`src/rtl/multicycle_control_fsm.sv`:
```
// Main control FSM for the multicycle RISC-V datapath: sequences fetch/decode/
// execute/memory/writeback, stalls on mem_ready, counts retirements, traps on illegal ops.
module multicycle_control_fsm #(
  parameter logic [3:0] AND_OP = 4'b0000,
  parameter logic [3:0] OR_OP  = 4'b0001,
  parameter logic [3:0] ADD_OP = 4'b0010,
  parameter logic [3:0] SUB_OP = 4'b0110
) (
  input  logic        clk,
  input  logic        rst_n,
  input  logic [6:0]  op,
  input  logic [2:0]  funct3,
  input  logic        funct7b5,
  input  logic        zero,
  input  logic        mem_ready,
  output logic        PCWrite,
  output logic        AdrSrc,
  output logic        MemWrite,
  output logic        IRWrite,
  output logic        RegWrite,
  output logic [1:0]  ResultSrc,
  output logic [1:0]  ALUSrcA,
  output logic [1:0]  ALUSrcB,
  output logic [3:0]  ALUControl,
  output logic [1:0]  ImmSrc,
  output logic        illegal,
  output logic [3:0]  state_dbg,
  output logic [31:0] instr_retired
);

  localparam logic [6:0] OP_LOAD   = 7'b0000011;
  localparam logic [6:0] OP_STORE  = 7'b0100011;
  localparam logic [6:0] OP_RTYPE  = 7'b0110011;
  localparam logic [6:0] OP_ITYPE  = 7'b0010011;
  localparam logic [6:0] OP_BRANCH = 7'b1100011;
  localparam logic [6:0] OP_JAL    = 7'b1101111;

  typedef enum logic [3:0] {
    FETCH    = 4'd0,
    DECODE   = 4'd1,
    MEMADR   = 4'd2,
    MEMREAD  = 4'd3,
    MEMWB    = 4'd4,
    MEMWRITE = 4'd5,
    EXECR    = 4'd6,
    EXECI    = 4'd7,
    ALUWB    = 4'd8,
    BEQ      = 4'd9,
    JAL      = 4'd10,
    TRAP     = 4'd15
  } ctrlState;

  ctrlState    stateReg, stateNext;
  logic        illegalReg;
  logic [31:0] instrRetiredReg;
  logic        pcUpdate, branch, retire, memReady, aluFunctLegal;

  // While reset is held the FETCH outputs must look like a stalled access.
  assign memReady      = mem_ready & rst_n;
  assign aluFunctLegal = (funct3 == 3'b000) || (funct3 == 3'b110) || (funct3 == 3'b111);

  function automatic logic [3:0] aluDecode(input logic [2:0] f3, input logic isSub);
    case (f3)
      3'b110:  aluDecode = OR_OP;
      3'b111:  aluDecode = AND_OP;
      default: aluDecode = isSub ? SUB_OP : ADD_OP;
    endcase
  endfunction

  always_ff @(posedge clk) begin
    if (!rst_n) begin
      stateReg        <= FETCH;
      illegalReg      <= 1'b0;
      instrRetiredReg <= 32'd0;
    end else begin
      stateReg <= stateNext;
      if (stateNext == TRAP) illegalReg <= 1'b1;
      if (retire) instrRetiredReg <= instrRetiredReg + 32'd1;
    end
  end

  always_comb begin
    stateNext  = stateReg;
    pcUpdate   = 1'b0;
    branch     = 1'b0;
    retire     = 1'b0;
    AdrSrc     = 1'b0;
    MemWrite   = 1'b0;
    IRWrite    = 1'b0;
    RegWrite   = 1'b0;
    ResultSrc  = 2'b00;
    ALUSrcA    = 2'b00;
    ALUSrcB    = 2'b00;
    ALUControl = ADD_OP;
    case (stateReg)
      FETCH: begin
        ALUSrcB   = 2'b10;
        ResultSrc = 2'b10;
        if (memReady) begin
          IRWrite   = 1'b1;
          pcUpdate  = 1'b1;
          stateNext = DECODE;
        end
      end
      DECODE: begin
        ALUSrcA = 2'b01;
        ALUSrcB = 2'b01;
        case (op)
          OP_LOAD, OP_STORE: stateNext = MEMADR;
          OP_RTYPE:          stateNext = aluFunctLegal ? EXECR : TRAP;
          OP_ITYPE:          stateNext = aluFunctLegal ? EXECI : TRAP;
          OP_BRANCH:         stateNext = (funct3 == 3'b000) ? BEQ : TRAP;
          OP_JAL:            stateNext = JAL;
          default:           stateNext = TRAP;
        endcase
      end
      MEMADR: begin
        ALUSrcA   = 2'b10;
        ALUSrcB   = 2'b01;
        stateNext = (op == OP_LOAD) ? MEMREAD : MEMWRITE;
      end
      MEMREAD: begin
        AdrSrc = 1'b1;
        if (memReady) stateNext = MEMWB;
      end
      MEMWB: begin
        ResultSrc = 2'b01;
        RegWrite  = 1'b1;
        retire    = 1'b1;
        stateNext = FETCH;
      end
      MEMWRITE: begin
        AdrSrc   = 1'b1;
        MemWrite = 1'b1;
        if (memReady) begin
          retire    = 1'b1;
          stateNext = FETCH;
        end
      end
      EXECR: begin
        ALUSrcA    = 2'b10;
        ALUControl = aluDecode(funct3, funct7b5);
        stateNext  = ALUWB;
      end
      EXECI: begin
        ALUSrcA    = 2'b10;
        ALUSrcB    = 2'b01;
        ALUControl = aluDecode(funct3, 1'b0);
        stateNext  = ALUWB;
      end
      ALUWB: begin
        RegWrite  = 1'b1;
        retire    = 1'b1;
        stateNext = FETCH;
      end
      BEQ: begin
        ALUSrcA    = 2'b10;
        ALUControl = SUB_OP;
        branch     = 1'b1;
        retire     = 1'b1;
        stateNext  = FETCH;
      end
      JAL: begin
        ALUSrcA   = 2'b01;
        ALUSrcB   = 2'b10;
        pcUpdate  = 1'b1;
        stateNext = ALUWB;
      end
      TRAP:    stateNext = TRAP;
      default: stateNext = TRAP;
    endcase
  end

  always_comb begin
    case (op)
      OP_STORE:  ImmSrc = 2'b01;
      OP_BRANCH: ImmSrc = 2'b10;
      OP_JAL:    ImmSrc = 2'b11;
      default:   ImmSrc = 2'b00;
    endcase
  end

  assign PCWrite       = pcUpdate | (branch & zero);
  assign illegal       = illegalReg;
  assign state_dbg     = stateReg;
  assign instr_retired = instrRetiredReg;

endmodule

```
`config.mk`:
```
export PLATFORM = sky130hd
export DESIGN_NAME = multicycle_control_fsm
export DESIGN_NICKNAME = d
export VERILOG_FILES = /design/src/rtl/multicycle_control_fsm.sv
export SDC_FILE = /design/constraint.sdc
export NUM_CORES = 1
export LEC_CHECK = 0
export ABC_AREA = 1
export CAP_MARGIN = 20
export CORE_UTILIZATION = 40
export DETAILED_ROUTE_END_ITERATION = 16
export PLACE_DENSITY = 0.7
export SYNTH_ARGS = -nofsm -noshare
export SYNTH_HDL_FRONTEND = slang
export SYNTH_SLANG_ARGS = --single-unit
export TNS_END_PERCENT = 1
```
`constraint.sdc`:
```
create_clock -name clk -period 3 [get_ports clk]
set_input_delay 0.6 -clock clk [delete_from_list [all_inputs] [get_ports clk]]
set_output_delay 0.6 -clock clk [all_outputs]
set_load 0.01 [all_outputs]
```
* Word-level counts from Yosys, hierarchy flattened
Index checks and enable logic that the tools add are counted.
Operators by class: add/subtract/negate cells 1, equal/unequal tests 19, mux-type cells 25, bitwise gates (word level) 3, reductions and logical operators 13
Operator list (count):
- $add A32 B1 Y32 const B | 1
- $pmux W4 S7 | 1
- $mux W4 | 5
- $pmux W4 S5 | 1
- $eq A4 B3 Y1 const B | 4
- $eq A4 B4 Y1 const B | 4
- $pmux W2 S2 | 4
- $eq A7 B6 Y1 const B | 2
- $eq A7 B7 Y1 const B | 2
- $reduce_or A2 Y1 | 5
- $mux W3 | 3
- $pmux W3 S3 | 1
- $reduce_or A3 Y1 | 3
- $eq A4 B2 Y1 const B | 2
- $eq A7 B2 Y1 const B | 1
- $eq A7 B5 Y1 const B | 1
- $eq A3 B3 Y1 const B | 2
- $mux W1 | 6
- $pmux W2 S3 | 1
- $pmux W3 S2 | 1
- $eq A4 B1 Y1 const B | 1
- $logic_not A4 Y1 | 1
- $pmux W1 S2 | 2
- $reduce_or A4 Y1 | 1
- 4 further kinds | 6
Word-level totals: bits in registers 37, word-level logic and storage cells 64

* Logic depth before layout (Yosys ltp)
depth after elaboration 7, mapped depth 10, depth with buffers taken out 10

* Worst setup path after synthesis
Ideal clock, no wire load.
kind register to output, from register stateReg[0], in the netlist state_dbg[0], to output port PCWrite, data arrival time 1.207 ns, setup slack 1.193 ns, stages on the path, launching flop included 6, path buffers 0, cells stage by stage dfxtp_1 nor2_1 inv_1 nor2_1 nand2_1 nand3_1
On the way: longest elaborated chain between the ends 4, elaborated cells on any way between the ends 7
Ends and longest elaborated chain:
- start: declaration | RTL line 53 | ctrlState stateReg, stateNext;
- start signal: assignment | RTL line 76 | stateReg <= stateNext;
- $eq A4 B4 Y1 | RTL line 95 | case (stateReg)
- $mux W1 | RTL line 95
- $and A1 B1 Y1 | RTL line 183 | assign PCWrite = pcUpdate | (branch & zero);
- $or A1 B1 Y1 (*) | RTL line 183
- end: declaration | RTL line 16 | output logic PCWrite,
Mark *: on every way between the ends. The rest lies on a longest branch, timed or not.

* Worst setup path in the final report
from input port op[4], to output port ImmSrc[0]
On the way: longest elaborated chain between the ends 2, elaborated cells on any way between the ends 4
Ends and longest elaborated chain:
- start: declaration | RTL line 11 | input logic [6:0] op,
- $eq A7 B7 Y1 or $eq A7 B6 Y1 (tied branches) | RTL line 175 | case (op)
- $pmux W2 S3 (*) | RTL line 175
- end: declaration | RTL line 25 | output logic [1:0] ImmSrc,
Marked as above.

==> out/qor.csv <==
metric;value;unit
Req. time, crit path;2.40;ns
Worst setup SP type;input pin;
WHS Endpoint;illegal;
DRT iter0 DRCs;142;
worst hold stages;2;
total power;1.71;mW
Die H;83.6;um
maximum root-to-sink buffer count;2;
final worst slack;0.237;ns
status;completed;
largest net degree at the start of global routing;40;
R2R cell count;8;
Slew Limit Fails;0;
Period minus WS final;2.76;ns
initial antenna violation count;0;
clock slew at reported path FFs;0.07;ns
most frequent cells in the layout;164 x nand2_1, 74 x nor2_1, 67 x clkdlybuf4s50_1, 39 x a21oi_1, 37 x dfxtp_1;
Overflow after GRT;0;
Hold Vio Cnt, Final;0;
Largest stage delay, worst path;0.57;ns
Final setup viols;0;
Hold Startpoint;illegal;
fin util;54.7;%
switching part of the total power;41.4;%
Root Driver;clkbuf_8;
Die X;83.6;um
Final TNS setup;0;ns
first-pass GRT wire length;13600;um
Peak VDD IR;0.514;mV
power per cell area;489;nW/um^2
share of cells above drive strength 1;4.77;%
Routed wire per std cell;13.9;um
cells along the critical path;clkdlybuf4s50_1 > inv_1 > nand2_1 > nor2_1 > nand2_1 > a21oi_1 > clkdlybuf4s50_1;
combinational share of power;46.3;%
# Max-Cap Violations;0;
CTS tree;yes;
H-tree levels;2;
Synth Register Bits;37;
slowest CP cell;clkdlybuf4s50_1;
Layout Skew;0.00868;ns
number of CTS-inserted buffers;5;
Syn Nets;474;
clock power share;21.3;%
Sequential Power Share;32.4;%
total track usage;23.9;%
post-synthesis sequential area ratio;27.8;%
Ys Warns;0;
worst-path fanout max;5;
Sw Pwr;708;uW
Syn Inst Count;458;
R2R Path End;instr_retired[16];
Synth area leader;dfxtp_1;
dpl ws;0.246;ns
clk_lat worst skew;0.29;ns
most common cell after layout, fill and taps aside;nand2_1;
port bufs;67;
top cells by area, synth;dfxtp_1 28%, nand2_1 23%, nor2_1 10%, a21oi_1 7.3%, nand4_1 7.0%;
synthesized cell area;2660;sq um
hold slack final;0.452;ns
R2R Setup Slk;0.94;ns
FF/Latch Area;741;sq um
Fmax achieved;362;MHz
unrepaired setup endpoints after global routing;no;
CP Launch Point;op[4];
I/O pin count;69;
proportion of netlist area held by the largest area contributor;27.8;%
Critical Path End Type;primary output;
die area;6990;sq um
cell row count;29;
Pre-antenna DRT Iters;4;
clk sinks;37;
hold-fix buffers at CTS;0;
Initial Utilization;41.7;%
Critical Path AT;2.16;ns
area of the multi-input gates;1710;sq um
area of the core;6390;sq um
ANT cells;0;
Avg Cell Area, Syn;5.82;sq um
Tcrit/Tclk final;92.1;%
Crit path max-delay family;buffers and inverters;
Hold Path Class;flip-flop to flip-flop;
vias in the first global route;2918;
Layout Nets;540;
CP Buf/Inv Count;3;
R2R Path Start;instr_retired[0];
cell-internal power;1.00;mW
Setup Buffers After CTS;0;
final WL;8330;um
ANT nets after route;0;
DRC viols;0;
Area growth syn-to-layout;31.1;%
leak pwr;1.31;nW
vias per cell;5.27;
Final HPWL DP;6210;um
Yosys cell types;27;
Placer Congestion;0.899;
Filler cells;680;
quantity of gates resized following cts;0;
routed via count;3168;
type of the worst setup path;input pin to primary output;
[area by class of cell]
class / instances / share of cell area, %
Multi-Input combinational cell: 372 / 49.1
Tap cell: 77 / 2.76
Sequential cell: 37 / 21.2
Inverter: 34 / 3.65
Timing Repair Buffer: 74 / 20.7
Clock inverter: 1 / 0.215
Clock buffer: 6 / 2.36
[synthesized netlist by cell type (all sizes together)]
| library cell | count |
|---|---|
| conb | 1 |
| inv | 34 |
| dfxtp | 37 |
| ha | 1 |
| a21oi | 40 |
| xor2 | 8 |
| buf | 13 |
| o211ai | 1 |
| nand2 | 167 |
| nand3 | 16 |
| clkbuf | 2 |
| nand4 | 30 |
| nand3b | 14 |
| and3 | 1 |
| nor2 | 78 |
| nor3 | 3 |
| or2 | 1 |
| xnor2 | 3 |
| o21ai | 8 |
[metrics by stage]
| stage | std cells | area, sq um |
|---|---|---|
| 2_1_floorplan | 458 | 2660 |
| 3_3_place_gp | 594 | 3400 |
| 3_5_place_dp | 594 | 3400 |
| 4_1_cts | 601 | 3490 |
| 5_1_grt | 601 | 3490 |
| 6_report | 601 | 3490 |
[worst max-delay path by stage]
stage | depth (start not counted) | slack (ns) | endpoint
after floorplan | 5 | 1.19 | PCWrite
after global placement | 7 | 0.30 | ImmSrc[0]
after detailed placement | 7 | 0.25 | ImmSrc[0]
after CTS | 7 | 0.24 | ImmSrc[0]
after global routing | 7 | 0.10 | ImmSrc[0]
final | 7 | 0.24 | ImmSrc[0]
[state kept, by name, summed over array words and instances (netlist names)]
register,flops
state_dbg,4
illegal,1
instr_retired,32
[per-layer routing]
metal / vias to the layer above / global-route usage, % / wire [um]
met3: 20 / 4.95 / 563
met1: 1430 / 32.2 / 3800
met4: 0 / 8.17 / 231
li1: 1610 / - / -
met5: - / 0 / 0
met2: 108 / 37.8 / 3740
[cell families (layout without fill, tap and decap cells)]
kind of cell | after synthesis | in the layout | share of synthesized area, %
AND/OR/NAND/NOR | 310 | 310 | 50.4
AO/OA/AOI/OAI | 49 | 49 | 9.72
buffers and inverters | 49 | 115 | 7.84
flip-flops | 37 | 37 | 27.8
XOR/XNOR | 11 | 11 | 3.62
adder cells (fa/ha/maj) | 1 | 1 | 0.470
other | 1 | 1 | 0.141
[power groups by stage]
stage / Sequential (mW) / Combinational [mW] / Clock [mW]
floorplan: 0.568 / 0.463 / 0
finish: 0.554 / 0.791 / 0.364
CTS: 0.553 / 0.782 / 0.369
global route: 0.558 / 0.861 / 0.390
global placement: 0.562 / 0.779 / 0
detailed placement: 0.563 / 0.774 / 0
[worst register-to-register path, cell delays in order (launching register included)]
cell,delay (ns)
dfxtp_1,0.49
ha_1,0.36
inv_1,0.11
nor2_2,0.26
nand2_1,0.13
nor2_1,0.25
xor2_1,0.17
nand2_1,0.06
a21oi_1,0.14
(Power assumes the default switching activity.)
